==> src/rtl/calc_pkg.sv <==
// Shared types, key codes and keypad decoding for the parametrised calculator.
// Key code layout: [7:4] = column 0..3, [3:0] = row 4..7.
package calc_pkg;

  typedef enum logic [2:0] {
    ST_IDLE,
    ST_OP,
    ST_ENTB,
    ST_EXEC,
    ST_RES,
    ST_ERR
  } state_e;

  typedef enum logic [1:0] {
    OP_ADD,
    OP_SUB,
    OP_MUL,
    OP_DIV
  } op_e;

  localparam logic [7:0] KEY_C   = 8'h04;
  localparam logic [7:0] KEY_0   = 8'h14;
  localparam logic [7:0] KEY_EQ  = 8'h24;
  localparam logic [7:0] KEY_DIV = 8'h34;
  localparam logic [7:0] KEY_1   = 8'h05;
  localparam logic [7:0] KEY_2   = 8'h15;
  localparam logic [7:0] KEY_3   = 8'h25;
  localparam logic [7:0] KEY_MUL = 8'h35;
  localparam logic [7:0] KEY_4   = 8'h06;
  localparam logic [7:0] KEY_5   = 8'h16;
  localparam logic [7:0] KEY_6   = 8'h26;
  localparam logic [7:0] KEY_SUB = 8'h36;
  localparam logic [7:0] KEY_7   = 8'h07;
  localparam logic [7:0] KEY_8   = 8'h17;
  localparam logic [7:0] KEY_9   = 8'h27;
  localparam logic [7:0] KEY_ADD = 8'h37;

  typedef struct packed {
    logic       is_digit;
    logic [3:0] digit;
    logic       is_op;
    op_e        op;
    logic       is_eq;
    logic       is_clr;
  } key_t;

  // Any code outside the 16 listed keys (including 0) decodes to all-zero.
  function automatic key_t decode_key(input logic [7:0] code);
    key_t k;
    k = '0;
    case (code)
      KEY_C:   k.is_clr = 1'b1;
      KEY_EQ:  k.is_eq  = 1'b1;
      KEY_ADD: begin k.is_op = 1'b1; k.op = OP_ADD; end
      KEY_SUB: begin k.is_op = 1'b1; k.op = OP_SUB; end
      KEY_MUL: begin k.is_op = 1'b1; k.op = OP_MUL; end
      KEY_DIV: begin k.is_op = 1'b1; k.op = OP_DIV; end
      KEY_0:   begin k.is_digit = 1'b1; k.digit = 4'd0; end
      KEY_1:   begin k.is_digit = 1'b1; k.digit = 4'd1; end
      KEY_2:   begin k.is_digit = 1'b1; k.digit = 4'd2; end
      KEY_3:   begin k.is_digit = 1'b1; k.digit = 4'd3; end
      KEY_4:   begin k.is_digit = 1'b1; k.digit = 4'd4; end
      KEY_5:   begin k.is_digit = 1'b1; k.digit = 4'd5; end
      KEY_6:   begin k.is_digit = 1'b1; k.digit = 4'd6; end
      KEY_7:   begin k.is_digit = 1'b1; k.digit = 4'd7; end
      KEY_8:   begin k.is_digit = 1'b1; k.digit = 4'd8; end
      KEY_9:   begin k.is_digit = 1'b1; k.digit = 4'd9; end
      default: k = '0;
    endcase
    return k;
  endfunction

endpackage

==> src/rtl/calc_divider.sv <==
// Restoring unsigned divider: one quotient bit per cycle, WIDTH cycles per divide.
// done stays high until the cycle after it is first seen, then the unit idles.
module calc_divider
  import calc_pkg::*;
#(
  parameter int WIDTH = 16
) (
  input  logic             clk,
  input  logic             rst_n,
  input  logic             start,
  input  logic             abort,
  input  logic [WIDTH-1:0] dividend,
  input  logic [WIDTH-1:0] divisor,
  output logic [WIDTH-1:0] quotient,
  output logic             done
);

  localparam int CW = $clog2(WIDTH + 1);

  logic [WIDTH-1:0] rem_reg;
  logic [WIDTH-1:0] quo_reg;
  logic [WIDTH-1:0] dvs_reg;
  logic [CW-1:0]    cnt_reg;
  logic             active_reg;

  logic [WIDTH:0]   partial;
  logic             fits;
  logic [WIDTH-1:0] diff;

  // Partial remainder is always below 2*divisor, so a successful subtract fits in WIDTH bits.
  assign partial = {rem_reg, quo_reg[WIDTH-1]};
  assign fits    = partial >= {1'b0, dvs_reg};
  assign diff    = WIDTH'(partial - {1'b0, dvs_reg});

  assign quotient = quo_reg;
  assign done     = active_reg && (cnt_reg == '0);

  always_ff @(posedge clk or negedge rst_n) begin
    if (!rst_n) begin
      rem_reg    <= '0;
      quo_reg    <= '0;
      dvs_reg    <= '0;
      cnt_reg    <= '0;
      active_reg <= 1'b0;
    end else if (abort) begin
      cnt_reg    <= '0;
      active_reg <= 1'b0;
    end else if (start) begin
      rem_reg    <= '0;
      quo_reg    <= dividend;
      dvs_reg    <= divisor;
      cnt_reg    <= CW'(WIDTH);
      active_reg <= 1'b1;
    end else if (active_reg) begin
      if (cnt_reg != '0) begin
        rem_reg <= fits ? diff : partial[WIDTH-1:0];
        quo_reg <= {quo_reg[WIDTH-2:0], fits};
        cnt_reg <= cnt_reg - CW'(1);
      end else begin
        active_reg <= 1'b0;
      end
    end
  end

endmodule

==> src/rtl/calc_core_param.sv <==
// Keypad calculator core: multi-digit unsigned operands, left-to-right chaining,
// sequential division and a sticky error state cleared only by C.
module calc_core_param
  import calc_pkg::*;
#(
  parameter int WIDTH      = 16,
  parameter int MAX_DIGITS = 4
) (
  input  logic             clk,
  input  logic             rst_n,
  input  logic [7:0]       button,
  output logic [WIDTH-1:0] display,
  output logic [WIDTH-1:0] result,
  output logic             result_valid,
  output logic             busy,
  output logic             error
);

  localparam int CW = $clog2(MAX_DIGITS + 1);
  localparam logic [WIDTH+3:0] TEN = (WIDTH + 4)'(10);

  state_e           state_reg;
  op_e              op_reg;
  op_e              next_op_reg;
  logic             trig_eq_reg;
  logic [7:0]       btn_prev_reg;
  logic [WIDTH-1:0] a_reg;
  logic [WIDTH-1:0] b_reg;
  logic [CW-1:0]    cnt_a_reg;
  logic [CW-1:0]    cnt_b_reg;

  key_t             key;
  logic             press;
  logic [WIDTH-1:0] digit_w;
  logic [WIDTH+3:0] a_app;
  logic [WIDTH+3:0] b_app;
  logic             a_fits;
  logic             b_fits;

  logic [WIDTH:0]     sum;
  logic [2*WIDTH-1:0] prod;
  logic [WIDTH-1:0]   alu_res;
  logic               alu_fault;
  logic               exec_done;

  logic             div_start;
  logic             div_abort;
  logic [WIDTH-1:0] div_quotient;
  logic             div_done;

  assign key     = decode_key(button);
  assign press   = (btn_prev_reg == 8'h00) &&
                   (key.is_digit || key.is_op || key.is_eq || key.is_clr);
  assign digit_w = {{(WIDTH-4){1'b0}}, key.digit};

  // Widened append so an entry that would exceed the operand range is detected and dropped.
  assign a_app  = {4'b0, a_reg} * TEN + {4'b0, digit_w};
  assign b_app  = {4'b0, b_reg} * TEN + {4'b0, digit_w};
  assign a_fits = (a_app[WIDTH+3:WIDTH] == 4'd0) && (cnt_a_reg < CW'(MAX_DIGITS));
  assign b_fits = (b_app[WIDTH+3:WIDTH] == 4'd0) && (cnt_b_reg < CW'(MAX_DIGITS));

  assign sum  = {1'b0, a_reg} + {1'b0, b_reg};
  assign prod = {{WIDTH{1'b0}}, a_reg} * {{WIDTH{1'b0}}, b_reg};

  always_comb begin
    alu_res   = '0;
    alu_fault = 1'b0;
    case (op_reg)
      OP_ADD: begin alu_res = sum[WIDTH-1:0];   alu_fault = sum[WIDTH];               end
      OP_SUB: begin alu_res = a_reg - b_reg;    alu_fault = (b_reg > a_reg);          end
      OP_MUL: begin alu_res = prod[WIDTH-1:0];  alu_fault = |prod[2*WIDTH-1:WIDTH];   end
      default: begin alu_res = div_quotient;    alu_fault = (b_reg == '0);            end
    endcase
  end

  // Division by zero resolves in one cycle without ever launching the divider.
  assign exec_done = (op_reg != OP_DIV) || div_done || (b_reg == '0);
  assign div_start = press && (state_reg == ST_ENTB) && (key.is_op || key.is_eq) &&
                     (op_reg == OP_DIV) && (b_reg != '0);
  assign div_abort = press && key.is_clr;

  calc_divider #(.WIDTH(WIDTH)) u_div (
    .clk      (clk),
    .rst_n    (rst_n),
    .start    (div_start),
    .abort    (div_abort),
    .dividend (a_reg),
    .divisor  (b_reg),
    .quotient (div_quotient),
    .done     (div_done)
  );

  always_ff @(posedge clk or negedge rst_n) begin
    if (!rst_n) begin
      state_reg    <= ST_IDLE;
      op_reg       <= OP_ADD;
      next_op_reg  <= OP_ADD;
      trig_eq_reg  <= 1'b0;
      btn_prev_reg <= 8'h00;
      a_reg        <= '0;
      b_reg        <= '0;
      cnt_a_reg    <= '0;
      cnt_b_reg    <= '0;
      display      <= '0;
      result       <= '0;
      result_valid <= 1'b0;
      busy         <= 1'b0;
      error        <= 1'b0;
    end else begin
      btn_prev_reg <= button;
      result_valid <= 1'b0;
      if (press && key.is_clr) begin
        state_reg   <= ST_IDLE;
        op_reg      <= OP_ADD;
        next_op_reg <= OP_ADD;
        trig_eq_reg <= 1'b0;
        a_reg       <= '0;
        b_reg       <= '0;
        cnt_a_reg   <= '0;
        cnt_b_reg   <= '0;
        display     <= '0;
        result      <= '0;
        busy        <= 1'b0;
        error       <= 1'b0;
      end else begin
        case (state_reg)
          ST_IDLE, ST_OP: if (press) begin
            if (key.is_digit && state_reg == ST_IDLE) begin
              if (a_fits) begin
                a_reg     <= a_app[WIDTH-1:0];
                cnt_a_reg <= cnt_a_reg + CW'(1);
                display   <= a_app[WIDTH-1:0];
              end
            end else if (key.is_digit) begin
              b_reg     <= digit_w;
              cnt_b_reg <= CW'(1);
              display   <= digit_w;
              state_reg <= ST_ENTB;
            end else if (key.is_op) begin
              op_reg    <= key.op;
              state_reg <= ST_OP;
            end else if (key.is_eq) begin
              result       <= a_reg;
              result_valid <= 1'b1;
              display      <= a_reg;
              state_reg    <= ST_RES;
            end
          end
          ST_ENTB: if (press) begin
            if (key.is_digit) begin
              if (b_fits) begin
                b_reg     <= b_app[WIDTH-1:0];
                cnt_b_reg <= cnt_b_reg + CW'(1);
                display   <= b_app[WIDTH-1:0];
              end
            end else if (key.is_op || key.is_eq) begin
              next_op_reg <= key.op;
              trig_eq_reg <= key.is_eq;
              busy        <= 1'b1;
              state_reg   <= ST_EXEC;
            end
          end
          ST_EXEC: if (exec_done) begin
            busy <= 1'b0;
            if (alu_fault) begin
              error     <= 1'b1;
              display   <= '0;
              state_reg <= ST_ERR;
            end else if (trig_eq_reg) begin
              result       <= alu_res;
              result_valid <= 1'b1;
              display      <= alu_res;
              state_reg    <= ST_RES;
            end else begin
              a_reg     <= alu_res;
              op_reg    <= next_op_reg;
              b_reg     <= '0;
              cnt_b_reg <= '0;
              display   <= alu_res;
              state_reg <= ST_OP;
            end
          end
          ST_RES: if (press) begin
            if (key.is_op) begin
              a_reg     <= result;
              op_reg    <= key.op;
              state_reg <= ST_OP;
            end else if (key.is_digit) begin
              a_reg     <= digit_w;
              cnt_a_reg <= CW'(1);
              display   <= digit_w;
              state_reg <= ST_IDLE;
            end
          end
          default: ;
        endcase
      end
    end
  end

endmodule

==> config.mk <==
export PLATFORM = sky130hd
export DESIGN_NAME = calc_core_param
export DESIGN_NICKNAME = d
export VERILOG_FILES = /design/src/rtl/calc_pkg.sv /design/src/rtl/calc_divider.sv /design/src/rtl/calc_core_param.sv
export SDC_FILE = /design/constraint.sdc
export NUM_CORES = 1
export LEC_CHECK = 0
export ABC_AREA = 1
export CORE_ASPECT_RATIO = 1.2
export CORE_MARGIN = 2
export CORE_UTILIZATION = 60
export CTS_CLUSTER_DIAMETER = 200
export CTS_CLUSTER_SIZE = 40
export DETAILED_ROUTE_END_ITERATION = 12
export PLACE_DENSITY = 0.73
export REMOVE_ABC_BUFFERS = 1
export SLEW_MARGIN = 20
export SYNTH_ARGS = -nofsm -noshare
export SYNTH_HDL_FRONTEND = slang
export SYNTH_SLANG_ARGS = --single-unit
export TNS_END_PERCENT = 5
==> constraint.sdc <==
create_clock -name clk -period 7.99 [get_ports clk]
set_clock_uncertainty 0.05 [all_clocks]
set_input_delay 1.598 -clock clk [delete_from_list [all_inputs] [get_ports clk]]
set_output_delay 1.598 -clock clk [all_outputs]
set_load 0.01 [all_outputs]
After elaboration in Yosys (flattened, before gate mapping)
Index checks and enable logic that the tools add are counted.
{"block": "word_totals", "ff_bits": 143, "inputBits": 10, "output_inout_bits": 35, "word_cells": 276}
{"block": "op_classes", "n_addsub": 8, "mul": 3, "order_cmp": 4, "eq_ne": 50, "mux": 135, "bitwise": 1, "n_reduce_logical": 56}
{"op": "2-to-1 mux 16 bit", "count": 43}
{"op": "case mux 16 bit (3 select lines)", "count": 3}
{"op": "2-to-1 mux 3 bit", "count": 31}
{"op": "equality test 8 x 6 -> 1 bit, second input constant", "count": 8}
{"op": "case mux 16 bit (4 select lines)", "count": 1}
{"op": "inequality test 3 bit, second input constant", "count": 19}
{"op": "case mux 5 bit (10 select lines)", "count": 1}
{"op": "adder 20 x 4 -> 20 bit", "count": 2}
{"op": "multiplier 16 x 3 -> 19 bit, second input constant", "count": 2}
{"op": "equality test 8 x 3 -> 1 bit, second input constant", "count": 4}
{"op": "equality test 8 x 5 -> 1 bit, second input constant", "count": 4}
{"op": "multiplier 16 x 16 -> 32 bit", "count": 1}
{"op": "case mux 16 bit (2 select lines)", "count": 1}
{"op": "subtractor 16 bit", "count": 2}
{"op": "2-to-1 mux 1 bit", "count": 29}
{"op": "2-to-1 mux 2 bit", "count": 14}
{"op": "case mux 3 bit (4 select lines)", "count": 2}
{"op": "2-to-1 mux 5 bit", "count": 4}
{"op": "AND reduction 10 bit", "count": 2}
{"op": "AND reduction 9 bit", "count": 2}
{"op": "adder 16 x 16 -> 17 bit", "count": 1}
{"op": "greater-or-equal comparator 17 x 16 -> 1 bit", "count": 1}
{"op": "greater-than comparator 16 bit", "count": 1}
{"op": "logical NOT 16 bit", "count": 1}
{"op": "40 further kinds", "count": 78}

Longest topological paths before layout
{"block": "depth", "depth_word": 12, "mapped_depth": 39, "mapped_depth_nobuf": 36}

By module
From an unflattened synthesis, not the netlist that was laid out.
{"block": "hier_totals", "hier_cells": 3651, "area_unflattened_um2": 23861.6}
{"mod": "calc_core_param", "n_inst": 1, "cells_each": 3136, "area_per_inst_um2": 20168.1, "seq_area_each_um2": 2227.1}
{"mod": "calc_divider", "n_inst": 1, "cells_each": 515, "area_per_inst_um2": 3693.5, "seq_area_each_um2": 1351.3}

Least setup slack after synthesis
No wires, ideal clock.
{"block": "synth_path", "path_kind": "reg-to-reg", "from": "reg a_reg[12]", "to": "reg b_reg[15]", "setup_time_ns": 0.117, "arrival_time_ns": 6.257, "t_required_ns": 7.823, "setup_slack_ns": 1.566, "stages_incl_launch_ff": 34, "path_buffers": 4, "period_less_slack_ns": 6.424, "cell_sequence": "dfrtp_1 clkbuf_1 clkbuf_1 nand2_1 fa_1 inv_1 fa_1 inv_1 fa_1 fa_1 fa_1 inv_1 fa_1 ha_1 nand2_1 nor2_1 inv_1 nor2_1 and2_1 nand2_1 nand3_1 nand2_1 nor2_1 nand2_1 nor2_1 nand2_1 nand2_1 nand3_1 nand3_2 buf_4 nand2_2 buf_6 nand2_1 nand2_1"}
{"block": "synth_via", "elab_chain_len": 5, "elab_cells_between_ends": 7, "cone_classes": "1 x add/sub; 1 x mul; 1 x order compare; 1 x eq/ne; 1 x mux; 2 x reduce/logical"}
{"element": "start, declared", "line": "calc_core_param.sv:27", "source": "logic [WIDTH-1:0] a_reg;"}
{"element": "start signal, assigned", "line": "calc_core_param.sv:130", "source": "a_reg <= a_app[WIDTH-1:0];"}
{"element": "start signal, assigned", "line": "calc_core_param.sv:175", "source": "a_reg <= alu_res;"}
{"element": "start signal, assigned", "line": "calc_core_param.sv:185", "source": "a_reg <= result;"}
{"element": "multiplier 16 x 16 -> 32 bit", "line": "calc_core_param.sv:63", "source": "assign prod = {{WIDTH{1'b0}}, a_reg} * {{WIDTH{1'b0}}, b_reg};"}
{"element": "OR reduction 16 bit", "line": "calc_core_param.sv:71", "source": "OP_MUL: begin alu_res = prod[WIDTH-1:0]; alu_fault = |prod[2*WIDTH-1:WIDTH]; end"}
{"element": "case mux 1 bit (3 select lines) (*)", "line": "calc_core_param.sv:68", "source": "case (op_reg)"}
{"element": "inequality test 3 bit (no source line) (*)"}
{"element": "AND reduction 10 bit (no source line) (*)"}
{"element": "end signal, assigned", "line": "calc_core_param.sv:135", "source": "b_reg <= digit_w;"}
{"element": "end signal, assigned", "line": "calc_core_param.sv:152", "source": "b_reg <= b_app[WIDTH-1:0];"}
{"element": "end, declared", "line": "calc_core_param.sv:28", "source": "logic [WIDTH-1:0] b_reg;"}
Every way passes the cells marked *; elsewhere a longest branch is shown, timed or not.
A chain may end at the register's enable or synchronous reset.

Worst setup path in the final report
{"block": "layout_path", "from": "reg a_reg[7]", "to": "reg result[7]"}
{"block": "layout_via", "elab_chain_len": 7, "elab_cells_between_ends": 19, "cone_classes": "2 x add/sub; 1 x mul; 1 x order compare; 1 x eq/ne; 12 x mux; 2 x reduce/logical"}
{"element": "branches (longest 7 deep; another with multiplier 16 x 16 -> 32 bit)"}
{"element": "end signal, assigned", "line": "calc_core_param.sv:143", "source": "result <= a_reg;"}
{"element": "end signal, assigned", "line": "calc_core_param.sv:170", "source": "result <= alu_res;"}
{"element": "end, declared", "line": "calc_core_param.sv:13", "source": "output logic [WIDTH-1:0] result,"}
Parallel ways; which one is timed is not known. The select of a mux whose other input is x is not followed.

==> flow_metrics.env <==
export IMPL_first_global_vias=22600
export IMPL_crit_buf_inv=4
export IMPL_timing_critical_path_fanout_max=17
export IMPL_pre_cts_ws_ns=0.651
export IMPL_grt_first_pass_wirelength_um=121000
export IMPL_yosys_most_used_dff="sky130_fd_sc_hd__dfrtp_1"
export IMPL_cts_buffer_depth=2
export IMPL_final_min_clock_period_ns=7.46
export IMPL_timing_reg2reg_worst_path_depth=29
export IMPL_yosys_register_bits=143
export IMPL_floorplan_die_area_um2=40000
export IMPL_groute_usage_overall_pct=38.7
export IMPL_synthDistinctLibCells=55
export IMPL_finalPower_mw=6.28
export IMPL_min_period_over_period_pct=93.4
export IMPL_crit_required_ns=8.26
export IMPL_clkSlewWorstSetupHoldPaths_ns=0.06
export IMPL_final_design_area_no_fill_um2=24500
export IMPL_place_inst=3950
export IMPL_synth_enable_flop_cells=0
export IMPL_worst_slew_pin_slew_ns=1.07
export IMPL_cts_made_buffers=17
export IMPL_path_delay_family="adder cells"
export IMPL_grt_remaining_overflow=0
export IMPL_start_util_pct=60.9
export IMPL_worst_endpoint_arrival_ns=7.73
export IMPL_tritoncts="yes"
export IMPL_timing_final_max_slew_violations=0
export IMPL_irDropWorstVdd_uv=286
export IMPL_placementRows=78
export IMPL_die_h_um=219
export IMPL_dp_hpwl_um=60600
export IMPL_wl_per_cell_um=19.0
export IMPL_drt_iter0_drc=2106
export IMPL_worst_hold_path_num_cells=2
export IMPL_min_to="u_div.dvs_reg[7]"
export IMPL_seq_area_frac_synth_pct=15.5
export IMPL_worst_r2r_setup_slack_ns=0.53
export IMPL_layout_core_utilization_pct=64.8
export IMPL_crit_path_max_incr_delay_ns=0.91
export IMPL_synth_most_common_cell="sky130_fd_sc_hd__nand2_1"
export IMPL_final_layout_size_suffix_gt1_share_pct=3.63
export IMPL_clk_root_buffer_cell="sky130_fd_sc_hd__clkbuf_16"
export IMPL_yosys_top_cells_area="sky130_fd_sc_hd__nand2_1, sky130_fd_sc_hd__fa_1, sky130_fd_sc_hd__dfrtp_1"
export IMPL_max_cap_violations=0
export IMPL_postPlaceCellArea_um2=24000
export IMPL_max_clock_freq_ghz=0.134
export IMPL_worstSkewPairLatency_ns=0.45
export IMPL_io_pins=45
export IMPL_regToRegEndpoint="result[7]"
export IMPL_grt_start_max_net_pins=92
export IMPL_ant_nets=0
export IMPL_grt_setup_unrepaired="no"
export IMPL_worst_case_headroom_to_the_max_slew_limit_pct=28.5
export IMPL_hold_buffers=0
export IMPL_finalHoldViolCount=0
export IMPL_core_area_um2=37900
export IMPL_worstHoldPathType="reg2reg"
export IMPL_most_frequent_cp_cell="sky130_fd_sc_hd__nand2_1"
export IMPL_clock_sinks=143
export IMPL_detail_route_first_pass_iterations=6
export IMPL_synth_area_per_cell_um2=6.58
export IMPL_postLayoutSetupSlackWorst_ns=0.530
export IMPL_totalNegativeSetupSlack_ns=0
export IMPL_route_vias_total=23100
export IMPL_synth_top_cell_area_share_pct=18.3
export IMPL_status="complete, no violations"
export IMPL_worst_hold_slack_ns=0.432
export IMPL_antenna_found_initial=0
export IMPL_place_port_buffers=44
export IMPL_detail_route_wirelength_um=75800
export IMPL_layout_area_overhead_vs_synth_pct=6.43
export IMPL_min_from="u_div.dvs_reg[7]"
export IMPL_crit_path_end_kind="flop"
export IMPL_regToRegStartpoint="a_reg[7]"
export IMPL_leakage_nw=13.8
export IMPL_mappedNetlistArea_um2=23100
export IMPL_drt_vias_per_instance=5.80
export IMPL_synthesis_yosys_warnings=0
export IMPL_die_width_um=183
export IMPL_yosys_top_cells_count="sky130_fd_sc_hd__nand2_1, sky130_fd_sc_hd__inv_1, sky130_fd_sc_hd__nor2_1"
export IMPL_cell_depth_of_the_worst_setup_path=29
export IMPL_finish_net_count=3918
export IMPL_gpl_final_weighted_congestion=1.02
export IMPL_final_cells=3983
export IMPL_critPathKind="reg2reg"
export IMPL_synth_area_leader_cell="sky130_fd_sc_hd__nand2_1"
export IMPL_route_detailed_drc=0
export IMPL_crit_path_start_kind="flop"
export IMPL_postCtsResizedCells=0
export IMPL_pwr_density_cell_nw_per_um2=256
export IMPL_cp_slowest_cell="sky130_fd_sc_hd__dfrtp_1"
export IMPL_post_cts_repair_setup_buffers=0
export IMPL_timing_final_setup_violations=0
export IMPL_async_flop_share_pct=100
export IMPL_postSynthCellCount=3504
export IMPL_htree_num_levels=4
## cell usage in the layout, fill, tap and decap left out, types with 5 or more instances in the layout
master / netlist / routed
sky130_fd_sc_hd__a31oi_1: 15 / 15
sky130_fd_sc_hd__or2_2: 6 / 6
sky130_fd_sc_hd__clkbuf_16: 0 / 17
sky130_fd_sc_hd__inv_2: 8 / 8
sky130_fd_sc_hd__o211ai_1: 7 / 7
sky130_fd_sc_hd__nor3_1: 15 / 15
sky130_fd_sc_hd__nor2_2: 5 / 5
sky130_fd_sc_hd__nand3_1: 162 / 162
sky130_fd_sc_hd__xor2_1: 27 / 27
sky130_fd_sc_hd__nand3b_1: 24 / 24
sky130_fd_sc_hd__o21ai_1: 9 / 9
sky130_fd_sc_hd__nand4_1: 84 / 84
sky130_fd_sc_hd__dfrtp_1: 143 / 143
sky130_fd_sc_hd__clkdlybuf4s50_1: 0 / 43
sky130_fd_sc_hd__o22ai_1: 14 / 14
sky130_fd_sc_hd__and2_1: 7 / 7
sky130_fd_sc_hd__inv_1: 688 / 687
sky130_fd_sc_hd__a21o_1: 6 / 6
sky130_fd_sc_hd__fa_1: 201 / 201
sky130_fd_sc_hd__ha_1: 218 / 218
sky130_fd_sc_hd__clkinv_1: 4 / 5
sky130_fd_sc_hd__nor2_1: 223 / 223
sky130_fd_sc_hd__nand2_1: 1122 / 1122
sky130_fd_sc_hd__xnor2_1: 15 / 15
sky130_fd_sc_hd__o21ai_0: 163 / 163
sky130_fd_sc_hd__a21oi_1: 139 / 139
sky130_fd_sc_hd__buf_4: 6 / 57
sky130_fd_sc_hd__o21bai_1: 9 / 9
## metal layers
metal | GRT usage, % | share of wire, %
met5 | 0 | 0
met4 | 19.0 | 5.6
met1 | 49.2 | 39
met3 | 6.62 | 8.4
met2 | 64.1 | 47
## worst reg2reg max path, delay by kind of cell, from the launching register on
kind	cells	cell delay [ns]
and+or+nand+nor	17	2.51
adders and majority gates	8	3.63
DFF	1	0.91
buffers and inverters	4	0.23
## power by group
group | leakage [nW] | total [mW] | internal [mW] | switching, mW
Combinational | 11.7 | 4.14 | 1.42 | 2.72
Clock | 0.282 | 0.836 | 0.473 | 0.363
Sequential | 1.78 | 1.31 | 0.936 | 0.376
Total | 13.8 | 6.28 | 2.82 | 3.46
## cells by family (layout without fill, tap and decap cells)
group | count (synthesis) | after routing | synth area share, %
other | 0 | 1 | 0
AND/OR/NAND/NOR | 1668 | 1668 | 30.2
buffers and inverters | 835 | 833 | 13.9
AO/OA/AOI/OAI | 397 | 397 | 9.52
flip-flops | 143 | 143 | 15.5
XOR/XNOR | 42 | 42 | 1.59
adder cells (fa/ha/maj) | 419 | 419 | 29.3
## cell type report
cell class	count	area, um2
fillers	3553	13300
well taps	480	601
repair buffers	101	870
multi-input cells	2526	16300
clock buffers	18	439
flip-flops and latches	143	3580
inverters	700	2630
diodes	1	2.50
clock inverters	14	155
## how the worst max path moves through the flow
stage             start          to  slack [ns]
2_1_floorplan  a_reg[7]    b_reg[1]        1.31
3_3_place_gp   a_reg[7]  result[11]        0.71
3_5_place_dp   b_reg[9]   result[0]        0.65
4_1_cts        b_reg[9]   result[7]        0.65
5_1_grt        a_reg[7]   result[8]        0.16
6_report       a_reg[7]   result[7]        0.53
Power figures use the tool's default switching activity.
